$ cat config.mk
export PLATFORM = sky130hd
export DESIGN_NAME = hazard_scoreboard
export DESIGN_NICKNAME = d
export VERILOG_FILES = /design/src/rtl/hazard_scoreboard.sv
export SDC_FILE = /design/constraint.sdc
export NUM_CORES = 1
export LEC_CHECK = 0
export CAP_MARGIN = 25
export CELL_PAD_IN_SITES_DETAIL_PLACEMENT = 0
export CELL_PAD_IN_SITES_GLOBAL_PLACEMENT = 1
export CORE_MARGIN = 3
export CORE_UTILIZATION = 38
export DETAILED_ROUTE_END_ITERATION = 16
export HOLD_SLACK_MARGIN = 0.02
export PLACE_DENSITY = 0.74
export SLEW_MARGIN = 20
export SYNTH_ARGS = -nofsm -noshare
export SYNTH_HDL_FRONTEND = slang
export SYNTH_SLANG_ARGS = --single-unit
$ cat constraint.sdc
create_clock -name clk -period 2.5 [get_ports clk]
set_input_delay 0.5 -clock clk [delete_from_list [all_inputs] [get_ports clk]]
set_output_delay 0.5 -clock clk [all_outputs]
set_load 0.05 [all_outputs]
$ cat src/rtl/hazard_scoreboard.sv
`default_nettype none
// ============================================================================
// Module      : hazard_scoreboard
// Description : ID-stage interlock controller for the static pipeline.
//               In-flight GPR destinations are held in a DEPTH-deep shift
//               register. The HI/LO mult/div unit is tracked by a busy
//               down-counter. A stall is raised when the ID instruction
//               reads a pending GPR, or touches HI/LO while a mult/div result
//               is outstanding. A saturating counter records stalled cycles.
//
// Ports
//   clk           : clock, rising edge
//   reset         : asynchronous, active-high; clears all state
//   id_valid      : ID stage holds a real instruction (0 = bubble)
//   id_rs_addr    : rs field of the ID instruction
//   id_rt_addr    : rt field of the ID instruction
//   id_rs_used    : ID instruction reads rs
//   id_rt_used    : ID instruction reads rt
//   id_dst_addr   : GPR destination selected by decode
//   id_dst_we     : ID instruction writes a GPR
//   id_is_muldiv  : ID instruction writes HI/LO through the mult/div unit
//   id_is_mfhilo  : ID instruction is mfhi/mflo
//   id_flush      : ID instruction is squashed this cycle
//   stall         : hold PC/IF/ID and insert a bubble into EXE
//   issue         : ID instruction advances this cycle
//   hazard_rs     : rs operand hazard active
//   hazard_rt     : rt operand hazard active
//   muldiv_busy   : HI/LO result outstanding
//   stall_cycles  : saturating count of cycles with stall=1
//
// Revision    : 1.0 - initial release
// ============================================================================
module hazard_scoreboard #(
    parameter int DEPTH      = 3,
    parameter int MULDIV_LAT = 4,
    parameter int CNT_W      = 16
) (
    input  logic             clk,
    input  logic             reset,
    input  logic             id_valid,
    input  logic [4:0]       id_rs_addr,
    input  logic [4:0]       id_rt_addr,
    input  logic             id_rs_used,
    input  logic             id_rt_used,
    input  logic [4:0]       id_dst_addr,
    input  logic             id_dst_we,
    input  logic             id_is_muldiv,
    input  logic             id_is_mfhilo,
    input  logic             id_flush,
    output logic             stall,
    output logic             issue,
    output logic             hazard_rs,
    output logic             hazard_rt,
    output logic             muldiv_busy,
    output logic [CNT_W-1:0] stall_cycles
);

    // Busy counter must be able to hold MULDIV_LAT itself.
    localparam int                c_busy_w    = (MULDIV_LAT < 1) ? 1 : $clog2(MULDIV_LAT + 1);
    localparam logic [c_busy_w-1:0] c_busy_load = c_busy_w'(MULDIV_LAT);
    localparam logic [c_busy_w-1:0] c_busy_one  = c_busy_w'(1);
    localparam logic [CNT_W-1:0]    c_cnt_one   = CNT_W'(1);
    localparam logic [CNT_W-1:0]    c_cnt_max   = {CNT_W{1'b1}};

    // ------------------------------------------------------------------
    // State
    // ------------------------------------------------------------------
    logic [DEPTH-1:0]    r_slot_valid;
    logic [4:0]          r_slot_addr [DEPTH];
    logic [c_busy_w-1:0] r_busy_cnt;
    logic [CNT_W-1:0]    r_stall_cycles;

    // ------------------------------------------------------------------
    // Per-slot address comparison
    // ------------------------------------------------------------------
    logic [DEPTH-1:0] w_rs_match;
    logic [DEPTH-1:0] w_rt_match;

    generate
        for (genvar i = 0; i < DEPTH; i++) begin : g_match
            assign w_rs_match[i] = r_slot_valid[i] && (r_slot_addr[i] == id_rs_addr);
            assign w_rt_match[i] = r_slot_valid[i] && (r_slot_addr[i] == id_rt_addr);
        end
    endgenerate

    // ------------------------------------------------------------------
    // Hazard and issue terms
    // ------------------------------------------------------------------
    logic w_hazard_rs;
    logic w_hazard_rt;
    logic w_muldiv_busy;
    logic w_hilo_hz;
    logic w_stall;
    logic w_issue;
    logic w_record_dst;

    // $0 is hardwired to zero, so reading it can never depend on a producer.
    assign w_hazard_rs   = id_valid && id_rs_used && (id_rs_addr != 5'd0) && (|w_rs_match);
    assign w_hazard_rt   = id_valid && id_rt_used && (id_rt_addr != 5'd0) && (|w_rt_match);
    assign w_muldiv_busy = (r_busy_cnt != '0);
    // A second mult/div is held off too, so the busy counter never reloads
    // while a result is still outstanding.
    assign w_hilo_hz     = id_valid && (id_is_mfhilo || id_is_muldiv) && w_muldiv_busy;
    // A squashed instruction never waits for its operands.
    assign w_stall       = (w_hazard_rs || w_hazard_rt || w_hilo_hz) && !id_flush;
    assign w_issue       = id_valid && !w_stall && !id_flush;
    assign w_record_dst  = w_issue && id_dst_we && (id_dst_addr != 5'd0);

    // ------------------------------------------------------------------
    // Scoreboard shift register. Shifting continues while stalled so that
    // older producers always drain; the stalled/flushed/empty slot enters
    // as a bubble.
    // ------------------------------------------------------------------
    always_ff @(posedge clk or posedge reset) begin
        if (reset) begin
            r_slot_valid <= '0;
            for (int i = 0; i < DEPTH; i++) begin
                r_slot_addr[i] <= 5'd0;
            end
        end else begin
            r_slot_valid[0] <= w_record_dst;
            r_slot_addr[0]  <= w_record_dst ? id_dst_addr : 5'd0;
            for (int i = 1; i < DEPTH; i++) begin
                r_slot_valid[i] <= r_slot_valid[i-1];
                r_slot_addr[i]  <= r_slot_addr[i-1];
            end
        end
    end

    // ------------------------------------------------------------------
    // HI/LO busy counter: load on mult/div issue, otherwise count down.
    // ------------------------------------------------------------------
    always_ff @(posedge clk or posedge reset) begin
        if (reset) begin
            r_busy_cnt <= '0;
        end else if (w_issue && id_is_muldiv) begin
            r_busy_cnt <= c_busy_load;
        end else if (w_muldiv_busy) begin
            r_busy_cnt <= r_busy_cnt - c_busy_one;
        end
    end

    // ------------------------------------------------------------------
    // Saturating stall statistics
    // ------------------------------------------------------------------
    always_ff @(posedge clk or posedge reset) begin
        if (reset) begin
            r_stall_cycles <= '0;
        end else if (w_stall && (r_stall_cycles != c_cnt_max)) begin
            r_stall_cycles <= r_stall_cycles + c_cnt_one;
        end
    end

    // ------------------------------------------------------------------
    // Outputs
    // ------------------------------------------------------------------
    assign stall        = w_stall;
    assign issue        = w_issue;
    assign hazard_rs    = w_hazard_rs;
    assign hazard_rt    = w_hazard_rt;
    assign muldiv_busy  = w_muldiv_busy;
    assign stall_cycles = r_stall_cycles;

endmodule
`default_nettype wire

* Word level (Yosys, flattened, before mapping) *
Cells that the tools add are included.

storage, ports and cells
  register bits after elaboration = 37
  bits in latches = 0
  bits in writable memories = 0
  memory bits (read-only) = 0
  bits of input ports = 24
  output and inout port bits = 21
  word-level logic and storage cells = 51
  memories = 0

cells by class
  $add $sub $neg = 2
  multiply operators = 0
  div/mod/pow operators = 0
  $lt $le $gt $ge = 0
  equality and inequality tests = 7
  shift operators = 0
  multiplexer cells = 3
  bitwise operators = 0
  reduce and logical (&&, ||, !) cells = 33

operators by type and width
  cell                                               count
  equality test 5 bit                                6
  logical AND 1 bit                                  21
  adder 16 x 1 -> 16 bit (second input constant)     1
  != test 16 bit (second input constant)             1
  nonzero test 5 bit                                 3
  two-way mux 3 bit                                  2
  OR reduction 3 bit                                 2
  two-way mux 5 bit                                  1
  logical OR 1 bit                                   3
  nonzero test 3 bit                                 1
  subtractor 3 x 1 -> 3 bit (second input constant)  1
  logical NOT 1 bit                                  2
  nonzero test 2 bit                                 1

* Logic depth before layout (Yosys ltp) *
Gate-level depths: netlist of run 1.

  word-level depth = 13
  mapped depth = 9
  depth with buffers taken out = 7

* Worst setup path after synthesis of run 1 *
No wires, ideal clock.

  path kind = input to output
  start point = in id_rs_addr[3]
  end point = out stall
  arrival time = 2.927 ns
  required time = 2.000 ns
  setup slack = -0.927 ns
  cell stages on the path = 7
  path buffers = 0
  path through = xor2_1 nor4_1 nand3_1 a31oi_1 a21o_4 nor2_1 nor2_1

between the ends
  word-level cells in the longest chain between the ends = 7
  elaborated cells between the ends (all ways) = 13
  those cells by class = 3 x eq/ne; 10 x reduce/logical

ends and longest elaborated chain
  item                                line  text
  start, declared                     41    input logic [4:0] id_rs_addr,
  equality test 5 bit                 81    assign w_rs_match[i] = r_slot_valid[i] && (r_slot_addr[i] == id_rs_addr);
  logical AND 1 bit                   81
  OR reduction 3 bit                  98    assign w_hazard_rs = id_valid && id_rs_used && (id_rs_addr != 5'd0) && (|w_rs_match);
  logical AND 1 bit (*)               98
  via hazard_rs                       52    output logic hazard_rs,
  logical OR 1 bit (*) (2 in series)  105   assign w_stall = (w_hazard_rs || w_hazard_rt || w_hilo_hz) && !id_flush;
  logical AND 1 bit (*)               105
  end, declared                       50    output logic stall,

Mark *: on every way through the listed nets, which the timed path passes. The rest lies on a longest branch.

* Worst setup path in the final report of run 1 *
  start point = reg r_slot_addr[13] in the netlist's numbering
  end point = out issue

between the ends
  word-level cells in the longest chain between the ends = 10
  elaborated cells between the ends (all ways) = 14
  those cells by class = 2 x eq/ne; 12 x reduce/logical

ends and longest elaborated chain
  item                                    line    text
  start, declared                         69      logic [4:0] r_slot_addr [DEPTH];
  start signal, assigned by index         125     r_slot_addr[i] <= r_slot_addr[i-1];
  equality test 5 bit (on tied branches)  81, 82
  logical AND 1 bit (on tied branches)    81, 82
  OR reduction 3 bit (on tied branches)   98, 99
  logical AND 1 bit (on tied branches)    98, 99
  logical OR 1 bit (*) (2 in series)      105
  logical AND 1 bit (*)                   105
  logical NOT 1 bit (*)                   106     assign w_issue = id_valid && !w_stall && !id_flush;
  logical AND 1 bit (*) (2 in series)     106
  end, declared                           51      output logic issue,

Every way passes the cells marked *; elsewhere a longest branch is shown, timed or not.

==> impl_metrics.prom, run 1 <==
# TYPE chip_impl_metric gauge
chip_impl_info{name="run_status",value="finished with violations"} 1
chip_impl_info{name="violations_in_the_final_reports",value="negative setup slack"} 1
chip_impl_metric{name="grt_pass1_vias",unit=""} 1630
chip_impl_metric{name="design.die.area",unit="mm^2"} 0.00598
chip_impl_metric{name="syn2layout_area_growth",unit="%"} 47.3
chip_impl_metric{name="place.detailed.hpwl",unit="um"} 3470
chip_impl_metric{name="cts.hold.buffers_added",unit=""} 0
chip_impl_metric{name="setup_slack",unit="ns"} -0.0244
chip_impl_metric{name="num_vias",unit=""} 1567
chip_impl_metric{name="arrival",unit="ns"} 2.02
chip_impl_metric{name="report.final.hold_viol_count",unit=""} 0
chip_impl_info{name="min-delay-path-class",value="flip-flop to flip-flop"} 1
chip_impl_metric{name="avg_cell_area_syn",unit="um^2"} 11.1
chip_impl_metric{name="post_synth_inst_count",unit=""} 174
chip_impl_metric{name="worst-slew-pin-transition",unit="ns"} 0.503
chip_impl_metric{name="overflow",unit=""} 0
chip_impl_metric{name="port_buffers",unit=""} 44
chip_impl_metric{name="ffs_w_async_s_r_synth",unit=""} 1.00
chip_impl_metric{name="final_core_occ",unit=""} 0.591
chip_impl_metric{name="finalWorstPathRequiredPeriod",unit="ns"} 2.52
chip_impl_info{name="cts_tree",value="built"} 1
chip_impl_metric{name="drt_pre_antenna_iters",unit=""} 4
chip_impl_metric{name="yosysTopAreaCellShare",unit=""} 0.479
chip_impl_metric{name="setup_viol",unit=""} 2
chip_impl_metric{name="path_clk_slew",unit="ns"} 0.08
chip_impl_metric{name="via_per_inst",unit=""} 4.91
chip_impl_info{name="synth_flop_cell",value="sky130_fd_sc_hd__dfrtp_1"} 1
chip_impl_metric{name="rows",unit=""} 25
chip_impl_metric{name="largest_net_degree_at_the_start_of_global_routing",unit=""} 38
chip_impl_metric{name="total_nets_after_synthesis",unit=""} 201
chip_impl_info{name="cp-end-kind",value="primary output"} 1
chip_impl_metric{name="initial_core_util",unit=""} 0.402
chip_impl_metric{name="slew-limit-headroom",unit=""} 0.664
chip_impl_metric{name="numClockSinks",unit=""} 37
chip_impl_info{name="ys_top_cells_by_area",value="sky130_fd_sc_hd__dfrtp_1 48%, sky130_fd_sc_hd__xor2_1 11%, sky130_fd_sc_hd__xnor2_1 9.5%"} 1
chip_impl_metric{name="io_pins",unit=""} 45
chip_impl_metric{name="worstSkewPairLatency",unit="ns"} 0.29
chip_impl_metric{name="hold_ws",unit="ns"} 0.424
chip_impl_metric{name="drtIter0Drc",unit=""} 76
chip_impl_metric{name="yosysUniqueCellTypes",unit=""} 35
chip_impl_metric{name="worst_skew",unit="ns"} 0.00440
chip_impl_metric{name="cts.path.max_buffers",unit=""} 2
chip_impl_metric{name="fp.dieW",unit="um"} 77.3
chip_impl_metric{name="cts_made_buffers",unit=""} 5
chip_impl_metric{name="synth-edff-count",unit=""} 0
chip_impl_metric{name="final_layout_size_suffix_gt1_frac",unit=""} 0.274
chip_impl_info{name="cts_root_buffer",value="sky130_fd_sc_hd__clkbuf_8"} 1
chip_impl_metric{name="antenna-diode-count",unit=""} 0
chip_impl_metric{name="grt_pass1_wl",unit="um"} 7990
chip_impl_metric{name="synth_seq_area_share",unit=""} 0.479
chip_impl_metric{name="grt_use_total",unit=""} 0.166
chip_impl_metric{name="grt_antenna_before_repair",unit=""} 0
chip_impl_metric{name="vdd_ir_drop_max",unit="uV"} 741
chip_impl_metric{name="drc",unit=""} 0
chip_impl_metric{name="power.leakage",unit="nW"} 1.24
chip_impl_metric{name="fp.coreArea",unit="mm^2"} 0.00482
chip_impl_metric{name="avgRoutedWirePerCell",unit="um"} 14.7
chip_impl_info{name="critical_path.startpoint_type",value="flip-flop"} 1
chip_impl_metric{name="htreeDepth",unit=""} 2
chip_impl_info{name="grt_setup_unrepaired",value="true"} 1
chip_impl_metric{name="maxSlewViolCount",unit=""} 0
chip_impl_metric{name="cellPowerDensity",unit="mW/mm^2"} 659
chip_impl_metric{name="fin_crit_sh",unit=""} 1.01
chip_impl_metric{name="netlist_area",unit="mm^2"} 0.00193
chip_impl_metric{name="worstPathMaxFanout",unit=""} 3
chip_impl_metric{name="yosysWarningCount",unit=""} 0
chip_impl_metric{name="finalNetCount",unit=""} 278
chip_impl_metric{name="gp_congestion",unit=""} 0.902
chip_impl_metric{name="detail_route.wirelength",unit="um"} 4680
chip_impl_metric{name="fp.dieH",unit="um"} 77.3
chip_impl_metric{name="final_antenna_net_count",unit=""} 0
chip_impl_metric{name="synth_seq_cells",unit=""} 37
chip_impl_info{name="post-synth-top-area-cell",value="sky130_fd_sc_hd__dfrtp_1"} 1
chip_impl_metric{name="timing.max_cap.violations",unit=""} 0
chip_impl_metric{name="max_freq",unit="MHz"} 396
chip_impl_metric{name="crit_required",unit="ns"} 2.00
chip_impl_info{name="timing.setup.critical_path_class",value="flip-flop to primary output"} 1
cell usage after synthesis, types with 4 or more instances:
cell type	instances
sky130_fd_sc_hd__nand2_1	4
sky130_fd_sc_hd__xor2_1	24
sky130_fd_sc_hd__nor3_1	5
sky130_fd_sc_hd__nand3_1	11
sky130_fd_sc_hd__nor4_1	9
sky130_fd_sc_hd__and2_1	6
sky130_fd_sc_hd__nor2_1	5
sky130_fd_sc_hd__xnor2_1	21
sky130_fd_sc_hd__o21ai_1	9
sky130_fd_sc_hd__dfrtp_1	37
worst max-delay path: stages (launching register included):
cell	delay, ns
sky130_fd_sc_hd__dfrtp_1	0.43
sky130_fd_sc_hd__buf_6	0.14
sky130_fd_sc_hd__xor2_1	0.15
sky130_fd_sc_hd__nor4_1	0.21
sky130_fd_sc_hd__nand3_1	0.13
sky130_fd_sc_hd__nand3_1	0.10
sky130_fd_sc_hd__o2111a_2	0.23
sky130_fd_sc_hd__nor2_4	0.06
sky130_fd_sc_hd__and2_4	0.14
sky130_fd_sc_hd__buf_12	0.14
cell usage in the layout (no fill, tap or decap), types with 2 or more instances in the layout:
cell and n:
sky130_fd_sc_hd__a31oi_1 2, sky130_fd_sc_hd__and2_1 5, sky130_fd_sc_hd__and4_1 2, sky130_fd_sc_hd__buf_12 4, sky130_fd_sc_hd__buf_2 4, sky130_fd_sc_hd__buf_4 31, sky130_fd_sc_hd__buf_6 2, sky130_fd_sc_hd__clkbuf_8 5
sky130_fd_sc_hd__clkdlybuf4s50_1 29, sky130_fd_sc_hd__dfrtp_1 37, sky130_fd_sc_hd__ha_1 3, sky130_fd_sc_hd__inv_1 3, sky130_fd_sc_hd__inv_6 2, sky130_fd_sc_hd__mux2_2 3, sky130_fd_sc_hd__nand2_1 4, sky130_fd_sc_hd__nand2b_1 3
sky130_fd_sc_hd__nand3_1 11, sky130_fd_sc_hd__nor2_1 3, sky130_fd_sc_hd__nor2_4 2, sky130_fd_sc_hd__nor3_1 5, sky130_fd_sc_hd__nor4_1 6, sky130_fd_sc_hd__nor4_2 3, sky130_fd_sc_hd__o2111ai_1 2, sky130_fd_sc_hd__o21a_1 2
sky130_fd_sc_hd__o21ai_0 2, sky130_fd_sc_hd__o21ai_1 9, sky130_fd_sc_hd__or4_1 2, sky130_fd_sc_hd__xnor2_1 21, sky130_fd_sc_hd__xor2_1 24
metrics by stage:
stage / setup slack (ns) / power, mW / std cells / area, um^2 / setup TNS [ns]
4_1_cts: -0.0451 / 1.90 / 316 / 2800 / -0.0523
2_1_floorplan: -0.00291 / 1.18 / 174 / 1970 / -0.00291
5_1_grt: -0.0794 / 1.99 / 319 / 2850 / -0.187
6_report: -0.0244 / 1.88 / 319 / 2850 / -0.0248
3_3_place_gp: -0.424 / 1.42 / 304 / 2690 / -8.30
3_5_place_dp: -0.472 / 1.44 / 304 / 2690 / -9.55
metal layers:
metal	vias to the layer above	part of all wire	track usage
li1	772	-	-
met1	742	0.48	0.231
met2	43	0.46	0.249
met3	10	0.047	0.0406
met4	0	0.020	0.0676
met5	-	0	0
registers in the layout, summed over array words and instances (netlist names):
register and cells:
stall_cycles 16, r_slot_addr 15, r_busy_cnt 3, r_slot_valid 3
cell type report:
cell class                      count  area [um^2]
Clock inverter                      3         25.0
Timing Repair Buffer               74          693
Clock buffer                        5         68.8
Inverter                            3         11.3
Fill cell                         412         1970
Multi-Input combinational cell    130         1040
Sequential cell                    37          926
Tap cell                           67         83.8
what timing repair did:
item / CTS / global route
setup endpoints to repair: 24 / 5
gates resized for setup: 45 / 5
pin swaps: 17 / 10
gates cloned: 0 / 0
buffers inserted: 4 / 3
path summary, 6_finish.rpt:
check / slack (ns) / end / startpoint / depth (start not counted)
max: -0.02 / issue / r_slot_addr[13] / 9
min: 0.42 / r_slot_valid[2] / r_slot_valid[1] / 0
max reg2reg: 0.29 / stall_cycles[4] / r_slot_addr[5] / 10
min reg2reg: 0.42 / r_slot_valid[2] / r_slot_valid[1] / 0
max in group asynchronous: 1.54 / stall_cycles[15] / reset / 3
min in group asynchronous: 0.62 / r_slot_addr[9] / reset / 3
kinds of logic after synthesis:
family                     share of synthesized area
AOI/OAI and AO/OA                             0.0944
xor gates and xnor gates                       0.204
adders and majority gates                     0.0194
buffers and inverters                         0.0168
DFF                                            0.479
muxes                                         0.0175
and+or+nand+nor                                0.169
power breakdown:
part           switching, mW  total (mW)  internal (mW)
logic                  0.392       0.691          0.299
registers             0.0741       0.746          0.672
clock network          0.239       0.442          0.203
Note: power is estimated with default switching activity, not from simulation.
==> run 2: changes to the inputs <==
--- a/config.mk
+++ b/config.mk
@@ -9,10 +9,10 @@
 export CELL_PAD_IN_SITES_DETAIL_PLACEMENT = 0
 export CELL_PAD_IN_SITES_GLOBAL_PLACEMENT = 1
 export CORE_MARGIN = 3
-export CORE_UTILIZATION = 38
+export CORE_UTILIZATION = 41
 export DETAILED_ROUTE_END_ITERATION = 16
 export HOLD_SLACK_MARGIN = 0.02
-export PLACE_DENSITY = 0.74
+export PLACE_DENSITY = 0.8
 export SLEW_MARGIN = 20
 export SYNTH_ARGS = -nofsm -noshare
 export SYNTH_HDL_FRONTEND = slang
==> constraint.sdc (replaced) <==
create_clock -name clk -period 3.3 [get_ports clk]
set_input_delay 0.66 -clock clk [delete_from_list [all_inputs] [get_ports clk]]
set_output_delay 0.66 -clock clk [all_outputs]
set_load 0.05 [all_outputs]
==> impl_metrics.prom, run 2 (synthesis results as in run 1) <==
# TYPE chip_impl_metric gauge
chip_impl_metric{name="design.die.area",unit="mm^2"} 0.00558
chip_impl_metric{name="fp.coreArea",unit="mm^2"} 0.00444
chip_impl_metric{name="power.clock.fraction",unit=""} 0.219
chip_impl_metric{name="crit_required",unit="ns"} 2.64
chip_impl_info{name="timing.setup.critical_path_class",value="input pin to primary output"} 1
chip_impl_metric{name="initial_core_util",unit=""} 0.435
chip_impl_info{name="critical_path.startpoint_type",value="input pin"} 1
chip_impl_metric{name="finalNetCount",unit=""} 262
chip_impl_metric{name="cellPowerDensity",unit="mW/mm^2"} 510
chip_impl_metric{name="cts_made_buffers",unit=""} 5
chip_impl_info{name="worstPathCellList",value="clkdlybuf4s50_1, or4_4, o211ai_2, a31oi_2, a21o_4, nor2_2, and2_4, buf_12"} 1
chip_impl_info{name="cpMaxStageDelayCell",value="sky130_fd_sc_hd__clkdlybuf4s50_1"} 1
chip_impl_metric{name="met2_routed_wirelength",unit="um"} 2120
chip_impl_metric{name="rows",unit=""} 24
chip_impl_metric{name="antenna-diode-count",unit=""} 0
chip_impl_metric{name="cpPeakStageDelay",unit="ns"} 0.51
chip_impl_info{name="layout_commonest_cell",value="sky130_fd_sc_hd__clkdlybuf4s50_1"} 1
chip_impl_metric{name="arrival",unit="ns"} 2.51
chip_impl_info{name="min-delay-path-class",value="flip-flop to flip-flop"} 1
chip_impl_metric{name="setup_viol",unit=""} 0
chip_impl_metric{name="gp_congestion",unit=""} 0.894
chip_impl_metric{name="vdd_ir_drop_max",unit="uV"} 386
chip_impl_metric{name="drc",unit=""} 0
chip_impl_metric{name="maxSlewViolCount",unit=""} 0
chip_impl_info{name="cts_root_buffer",value="sky130_fd_sc_hd__clkbuf_8"} 1
chip_impl_metric{name="place.detailed.hpwl",unit="um"} 3490
chip_impl_metric{name="timing.max_cap.violations",unit=""} 0
chip_impl_metric{name="htreeDepth",unit=""} 2
chip_impl_metric{name="flip_flop_count_of_the_largest_register_all_copies_and_words_added",unit=""} 16
chip_impl_metric{name="detail_route.wirelength",unit="um"} 4500
chip_impl_metric{name="via_per_inst",unit=""} 5.32
chip_impl_metric{name="totalPowerFinal",unit="mW"} 1.37
chip_impl_metric{name="worstPathBufferInverterCount",unit=""} 2
chip_impl_info{name="run_status",value="complete, no violations"} 1
chip_impl_metric{name="final_layout_size_suffix_gt1_frac",unit=""} 0.174
chip_impl_metric{name="power_frac_comb",unit=""} 0.368
chip_impl_metric{name="syn2layout_area_growth",unit="%"} 39.2
chip_impl_metric{name="p_seq_frac",unit=""} 0.412
chip_impl_info{name="routed.top_layer",value="met4"} 1
chip_impl_metric{name="route.layer.met1.wl",unit="um"} 2110
chip_impl_metric{name="finalWorstPathRequiredPeriod",unit="ns"} 3.17
chip_impl_metric{name="drtIter0Drc",unit=""} 79
chip_impl_metric{name="largest_net_degree_at_the_start_of_global_routing",unit=""} 20
chip_impl_metric{name="power_switching",unit="mW"} 0.496
chip_impl_metric{name="worstSkewPairLatency",unit="ns"} 0.28
chip_impl_metric{name="setup_slack",unit="ns"} 0.131
chip_impl_info{name="grt_setup_unrepaired",value="false"} 1
chip_impl_info{name="timing.critical_path.max_delay_family",value="simple AND/OR/NAND/NOR gates"} 1
chip_impl_metric{name="port_buffers",unit=""} 44
chip_impl_info{name="layout_common_cells",value="38 x sky130_fd_sc_hd__clkdlybuf4s50_1, 37 x sky130_fd_sc_hd__dfrtp_1, 24 x sky130_fd_sc_hd__xor2_1"} 1
chip_impl_metric{name="drt_pre_antenna_iters",unit=""} 4
chip_impl_metric{name="path_clk_slew",unit="ns"} 0.07
chip_impl_metric{name="grt_pass1_wl",unit="um"} 7590
chip_impl_metric{name="final_core_occ",unit=""} 0.606
chip_impl_metric{name="internal_power",unit="mW"} 0.876
chip_impl_metric{name="route.met3.wl",unit="um"} 193
chip_impl_metric{name="dp_slack",unit="ns"} -0.0284
chip_impl_metric{name="worst_skew",unit="ns"} 0.00952
chip_impl_metric{name="avgRoutedWirePerCell",unit="um"} 15.6
chip_impl_metric{name="fin_crit_sh",unit=""} 0.960
chip_impl_info{name="cts_tree",value="built"} 1
chip_impl_metric{name="worst-slew-pin-transition",unit="ns"} 0.763
chip_impl_metric{name="numClockSinks",unit=""} 37
chip_impl_metric{name="worstPathMaxFanout",unit=""} 4
chip_impl_metric{name="final_antenna_net_count",unit=""} 0
chip_impl_metric{name="grt_pass1_vias",unit=""} 1649
chip_impl_metric{name="overflow",unit=""} 0
chip_impl_metric{name="grt_use_total",unit=""} 0.180
chip_impl_metric{name="io_pins",unit=""} 45
chip_impl_info{name="cp-end-kind",value="primary output"} 1
chip_impl_metric{name="fp.dieH",unit="um"} 74.7
chip_impl_metric{name="power_switching_share",unit=""} 0.362
chip_impl_metric{name="power.leakage",unit="nW"} 1.16
chip_impl_metric{name="num_vias",unit=""} 1533
chip_impl_metric{name="report.final.hold_viol_count",unit=""} 0
chip_impl_metric{name="slew-limit-headroom",unit=""} 0.491
chip_impl_metric{name="fp.dieW",unit="um"} 74.7
chip_impl_metric{name="cts.hold.buffers_added",unit=""} 0
chip_impl_metric{name="grt_antenna_before_repair",unit=""} 0
chip_impl_metric{name="cts.path.max_buffers",unit=""} 2
chip_impl_metric{name="max_freq",unit="MHz"} 316
## run 2: worst reg2reg max path, stage by stage (launching register included)
cell and delay [ns]:
sky130_fd_sc_hd__dfrtp_1 0.43, sky130_fd_sc_hd__xor2_1 0.19, sky130_fd_sc_hd__nor4_1 0.28, sky130_fd_sc_hd__nand3_1 0.12
sky130_fd_sc_hd__nand3_1 0.10, sky130_fd_sc_hd__o2111a_1 0.23, sky130_fd_sc_hd__buf_4 0.15, sky130_fd_sc_hd__buf_4 0.23
sky130_fd_sc_hd__o21ai_0 0.14, sky130_fd_sc_hd__mux2_2 0.28
## run 2: path summary, 6_finish.rpt
check	from	to	slack (ns)	depth (start not counted)
max in group asynchronous	reset	r_slot_addr[10]	1.75	3
setup reg to reg	r_slot_addr[13]	stall_cycles[14]	1.07	9
hold / removal	r_slot_valid[0]	r_slot_valid[1]	0.41	0
setup / recovery	id_rs_addr[4]	issue	0.13	8
hold reg to reg	r_slot_valid[0]	r_slot_valid[1]	0.41	0
min in group asynchronous	reset	stall_cycles[5]	0.81	2
## run 2: per-layer routing
metal,vias to the layer above,track usage
met5,-,0
met4,0,0.0771
met3,9,0.0427
met2,44,0.274
met1,735,0.246
li1,745,-
## run 2: metrics by stage
| step | setup TNS [ns] | instances | area [um^2] | hold WS (ns) |
|---|---|---|---|---|
| 2_1_floorplan | 0 | 174 | 1940 | 0.373 |
| 3_3_place_gp | 0 | 279 | 2560 | 0.394 |
| 3_5_place_dp | -0.0284 | 279 | 2560 | 0.397 |
| 4_1_cts | 0 | 287 | 2650 | 0.414 |
| 5_1_grt | 0 | 288 | 2690 | 0.429 |
| 6_report | 0 | 288 | 2690 | 0.410 |
## run 2: power groups by stage
| stage | sequential, mW | combinational, mW | clock (mW) |
|---|---|---|---|
| 6_report | 0.566 | 0.506 | 0.301 |
| 5_1_grt | 0.575 | 0.555 | 0.335 |
| 3_3_place_gp | 0.569 | 0.492 | 0 |
| 4_1_cts | 0.567 | 0.504 | 0.310 |
| 2_1_floorplan | 0.660 | 0.230 | 0 |
| 3_5_place_dp | 0.574 | 0.501 | 0 |
## run 2: area by class of cell
| cell class | count | area [um^2] |
|---|---|---|
| Inverter | 3 | 11.3 |
| Clock buffer | 7 | 76.3 |
| Timing Repair Buffer | 58 | 594 |
| Sequential cell | 37 | 926 |
| Fill cell | 381 | 1750 |
| Clock inverter | 1 | 7.51 |
| Tap cell | 52 | 65.1 |
| Multi-Input combinational cell | 130 | 1010 |
## run 2: repair_timing
item	4_1_cts	5_1_grt
setup buffers	0	1
pin swaps	0	4
setup endpoints to repair	1	2
gates cloned	0	0
gates resized for setup	1	8
